## src/rtl/regfile_mp.sv

```systemverilog
// Multi-port register file with a per-register busy scoreboard.
// Define RF_BYPASS_EN to forward same-cycle writes to the read ports.
module regfile_mp #(
  parameter int DW       = 32,
  parameter int DEPTH    = 32,
  parameter int NUM_RD   = 2,
  parameter int NUM_WR   = 1,
  parameter int ZERO_REG = 1,
  localparam int AW      = $clog2(DEPTH)
) (
  input  logic                 clk,
  input  logic                 reset,
  input  logic [NUM_RD*AW-1:0] rd_addr,
  output logic [NUM_RD*DW-1:0] rd_data,
  output logic [NUM_RD-1:0]    rd_busy,
  input  logic [NUM_WR-1:0]    wr_en,
  input  logic [NUM_WR*AW-1:0] wr_addr,
  input  logic [NUM_WR*DW-1:0] wr_data,
  input  logic                 iss_en,
  input  logic [AW-1:0]        iss_addr,
  output logic [DEPTH-1:0]     busy_vec
);

  logic [DW-1:0]    regs_q [DEPTH];
  logic [DEPTH-1:0] busy_q;
  logic [DEPTH-1:0] busy_d;

  logic [AW-1:0]     wa [NUM_WR];
  logic [DW-1:0]     wd [NUM_WR];
  logic [NUM_WR-1:0] wr_ok;
  logic [AW-1:0]     ra [NUM_RD];
  logic              iss_ok;

  always_comb begin
    for (int j = 0; j < NUM_WR; j++) begin
      wa[j]    = wr_addr[j*AW +: AW];
      wd[j]    = wr_data[j*DW +: DW];
      wr_ok[j] = wr_en[j] &&
                 !((ZERO_REG != 0) && (wa[j] == '0));
    end
    for (int k = 0; k < NUM_RD; k++) begin
      ra[k] = rd_addr[k*AW +: AW];
    end
    iss_ok = iss_en &&
             !((ZERO_REG != 0) && (iss_addr == '0));
  end

  // Clears first, then the set, so a new issue beats a retiring write.
  always_comb begin
    busy_d = busy_q;
    for (int j = 0; j < NUM_WR; j++) begin
      if (wr_en[j]) busy_d[wa[j]] = 1'b0;
    end
    if (iss_ok) busy_d[iss_addr] = 1'b1;
    if (ZERO_REG != 0) busy_d[0] = 1'b0;
  end

  always_ff @(posedge clk or posedge reset) begin
    if (reset) begin
      for (int i = 0; i < DEPTH; i++) begin
        regs_q[i] <= '0;
      end
      busy_q <= '0;
    end else begin
      busy_q <= busy_d;
      for (int j = 0; j < NUM_WR; j++) begin
        if (wr_ok[j]) regs_q[wa[j]] <= wd[j];
      end
    end
  end

  assign busy_vec = busy_q;

`ifdef RF_BYPASS_EN
  logic [NUM_RD-1:0] hit;
`endif

  always_comb begin
    rd_data = '0;
    rd_busy = '0;
`ifdef RF_BYPASS_EN
    hit = '0;
`endif
    for (int k = 0; k < NUM_RD; k++) begin
      rd_data[k*DW +: DW] = regs_q[ra[k]];
      rd_busy[k]          = busy_q[ra[k]];
`ifdef RF_BYPASS_EN
      // Writes are dropped while reset is held, so nothing to forward.
      for (int j = 0; j < NUM_WR; j++) begin
        if (!reset && wr_ok[j] && (wa[j] == ra[k])) begin
          rd_data[k*DW +: DW] = wd[j];
          hit[k]              = 1'b1;
        end
      end
      if (hit[k] && !(iss_ok && (iss_addr == ra[k]))) begin
        rd_busy[k] = 1'b0;
      end
`endif
      if ((ZERO_REG != 0) && (ra[k] == '0)) begin
        rd_data[k*DW +: DW] = '0;
        rd_busy[k]          = 1'b0;
      end
    end
  end

endmodule
```

## config.mk

```make
export PLATFORM = sky130hd
export DESIGN_NAME = regfile_mp
export DESIGN_NICKNAME = d
export VERILOG_FILES = /design/src/rtl/regfile_mp.sv
export SDC_FILE = /design/constraint.sdc
export NUM_CORES = 2
export LEC_CHECK = 0
export ABC_CLOCK_PERIOD_IN_PS = 56700
export CAP_MARGIN = 20
export CORE_MARGIN = 4
export CORE_UTILIZATION = 40
export CTS_CLUSTER_DIAMETER = 80
export DETAILED_ROUTE_END_ITERATION = 10
export GPL_TIMING_DRIVEN = 0
export REMOVE_ABC_BUFFERS = 1
export SLEW_MARGIN = 20
export SYNTH_ARGS = -nofsm -noshare
export SYNTH_HDL_FRONTEND = slang
export SYNTH_SLANG_ARGS = --single-unit
```

## constraint.sdc

```tcl
create_clock -name clk -period 56.7 [get_ports clk]
set_input_delay 11.34 -clock clk [delete_from_list [all_inputs] [get_ports clk]]
set_output_delay 11.34 -clock clk [all_outputs]
set_load 0.03 [all_outputs]
```

==> results.txt <==
Metal3 WL: 11.8 mm
Top cell type's share of synthesized area: 0.464
Hold Path Class: reg -> reg
Leak: 27.4 nW
Via Count: 35746
Die height: 385 µm
First-pass GRT wire length: 261 mm
Worst setup SP type: input pin
Met1 wire length: 72.8 mm
CTS resizes: 0
Final number of setup-violating endpoints: 0
Synth area leader: dfrtp_1
Remaining DRCs: 0
Placer Congestion: 0.744
TNS Setup: 0 ns
Synth Flop Type: dfrtp_1
Status: finished, final reports clean
Routed vias/inst: 6.28
Row count: 138
Post-synth cell types: 46
# fillers: 12186
FF+latch count, synth: 1055
Root Buffer: clkbuf_16
Mapped cell area: 56800 µm²
Mean post-synth cell area: 15.1 µm²
Worst skew pair latency: 0.71 ns
Routed wl met2: 86.1 mm
Post-cts hold buffer count: 0
Detail Placement HPWL: 108 mm
Ys Warns: 0
Placed insts: 5464
WS Path Type: in -> out
CP required: 45.36 ns
Multi-input gate area: 28000 µm²
Grt total ovfl: 0
Maximum clock frequency: 36.9 MHz
Post-CTS Setup Repair Bufs: 0
Share of cells above drive strength 1: 0.481
Vias in the first global route: 37021
DR pass1 iterations: 5
Period minus WS final: 27.09 ns
Worst reg2reg path depth: 2
Die area: 148000 µm²
Starting density of the core: 0.402
Sequential cell area: 26400 µm²
Drt total wl: 178 mm
Clock tree sinks: 1055
CTS tree: done
Detailed router's first-iteration violation count: 2898
Highest metal used: met4
Htree depth: 3
Post-synth EDFFs: 0
Total CTS buffers: 117
RSZ-0062 raised after global routing: no
Routed WL per cell: 31.3 µm
Top post-synthesis cells by area: dfrtp_1, mux2_2, mux4_2
R2R Setup Slk: 55.88 ns
Worst slew margin: 0.208
Nets: 3750
IO Count: 154
Worst Max-Slew Pin Slew: 1.18 ns
CP max FO: 66
Clock transition at path regs: 0.06 ns
Period utilization: 0.478
Max-slew violations: 0
Max-cap violations: 0
Core area: 141000 µm²
Bufs on Longest Clock Path: 3
Final Hold Vio Count: 0
Seq/Total Area, Yosys: 0.464
Synthesized netlist cell count: 3758
Initial antenna violation count: 8
Asr flop ratio synth: 1.00
Power Dens Cells: 35.1 nW/µm²
Area delta synth->final: 14.2%
WP data arrival: 15.75 ns
Min-Delay Path Depth: 0
Clock Skews: 0 ns
Detail Route Antenna Nets: 0
Largest net degree at the start of global routing: 104
Die Wd: 385 µm
Critical Path Sink Type: output port
All-Layer GR Usage: 0.240
Peak VDD IR: 0.0243 mV
PortBufs: 152
Final cell count without fillers: 5691
[per-stage QoR]
step	total power, mW	cell area (µm²)	utilization	hold WS [ns]	setup WS (ns)
after global placement	1.53	58200	0.411	0.376	2.19
after floorplan	1.32	54300	-	0.363	15.66
after detailed placement	1.49	60900	0.431	0.383	29.57
after CTS	2.29	64900	0.459	0.397	29.54
final	2.28	64900	0.459	0.393	29.61
after global routing	2.37	64900	0.459	0.405	29.37
[final cells by class]
| cell class | count | area share |
|---|---|---|
| Antenna cell | 4 | 0.000154 |
| Clock buffer | 173 | 0.0538 |
| Clock inverter | 49 | 0.00854 |
| Inverter | 3 | 0.000443 |
| Multi-Input combinational cell | 2264 | 0.432 |
| Sequential cell | 1055 | 0.407 |
| Tap cell | 1890 | 0.0364 |
| Timing Repair Buffer | 253 | 0.0623 |
[registers in the layout, indices dropped and copies added, names as in the netlist]
register	count
regs_q	1024
busy_vec	31
[cell usage after synthesis, types with 2 or more instances]
cell type / instances
mux2_1: 58
nor2b_1: 66
nor3b_1: 5
nor2_1: 4
and3b_1: 2
mux4_2: 448
nor2_4: 10
or2_1: 2
a311oi_1: 64
o2111ai_1: 17
buf_4: 73
buf_2: 114
a221oi_1: 48
a22o_1: 15
nand3_1: 4
nand3b_1: 8
nor3b_2: 3
or4_4: 2
a22oi_1: 66
nand2b_1: 4
inv_1: 3
mux2_2: 1002
and3_1: 2
o21ai_0: 106
nor3_1: 2
mux2i_1: 132
and2_1: 2
buf_6: 69
a221o_1: 2
a311oi_2: 2
dfrtp_1: 1055
nor2b_4: 2
clkbuf_1: 180
mux4_1: 12
nand2_2: 8
nand2_1: 43
o21ai_1: 41
nor2_2: 10
a21oi_1: 2
a211oi_1: 64
[report_power, final]
group / total (mW) / internal, mW / switching [mW] / leakage [nW]
registers: 1.00 / 0.897 / 0.104 / 13.5
logic: 0.479 / 0.282 / 0.197 / 11.9
clock network: 0.797 / 0.475 / 0.323 / 2.01
total: 2.28 / 1.65 / 0.624 / 27.4
[critical path: stages]
cell,delay [ns]
buf_8,0.36
buf_16,0.38
buf_16,0.37
buf_16,0.36
or4_4,0.82
o21ai_0,0.22
a311oi_1,0.87
clkdlybuf4s50_1,0.84
[metal layers]
metal | track usage | up-vias
li1 | - | 14551
met1 | 0.321 | 19431
met2 | 0.391 | 1398
met3 | 0.0446 | 366
met4 | 0.0902 | 0
met5 | 0 | -
[worst paths after layout]
path	from	to
min	regs_q[1018]	regs_q[1018]
min reg2reg	regs_q[1018]	regs_q[1018]
max	rd_addr[2]	rd_data[12]
max in group asynchronous	reset	regs_q[594]
min in group asynchronous	reset	regs_q[800]
max reg2reg	busy_vec[27]	busy_vec[27]
[cells by family (layout without fill, tap and decap cells)]
group | count (synthesis) | after routing | share of synthesized area
multiplexers | 1652 | 1652 | 0.416
buffers and inverters | 439 | 478 | 0.0454
AND/OR/NAND/NOR | 183 | 183 | 0.0201
flip-flops | 1055 | 1055 | 0.464
other | 1 | 5 | 0.0000660
AO/OA/AOI/OAI | 428 | 428 | 0.0536
[placed cells by master, fill, tap and decap left out, types with 5 or more instances in the layout]
cell type / count
a211oi_1: 64
a221oi_1: 48
a22o_1: 15
a22oi_1: 66
a311oi_1: 63
buf_12: 30
buf_16: 69
buf_2: 5
buf_8: 7
bufinv_16: 11
clkbuf_1: 24
clkbuf_16: 120
clkbuf_8: 29
clkdlybuf4s50_1: 137
clkinv_2: 30
dfrtp_1: 1055
inv_6: 6
mux2_1: 58
mux2_2: 1002
mux2i_1: 132
mux4_1: 12
mux4_2: 448
nand2_1: 36
nand2_4: 15
nand3b_1: 8
nor2_4: 18
nor2b_1: 64
nor3b_1: 5
o2111ai_1: 17
o21ai_0: 106
o21ai_1: 41
(Power assumes the default switching activity.)
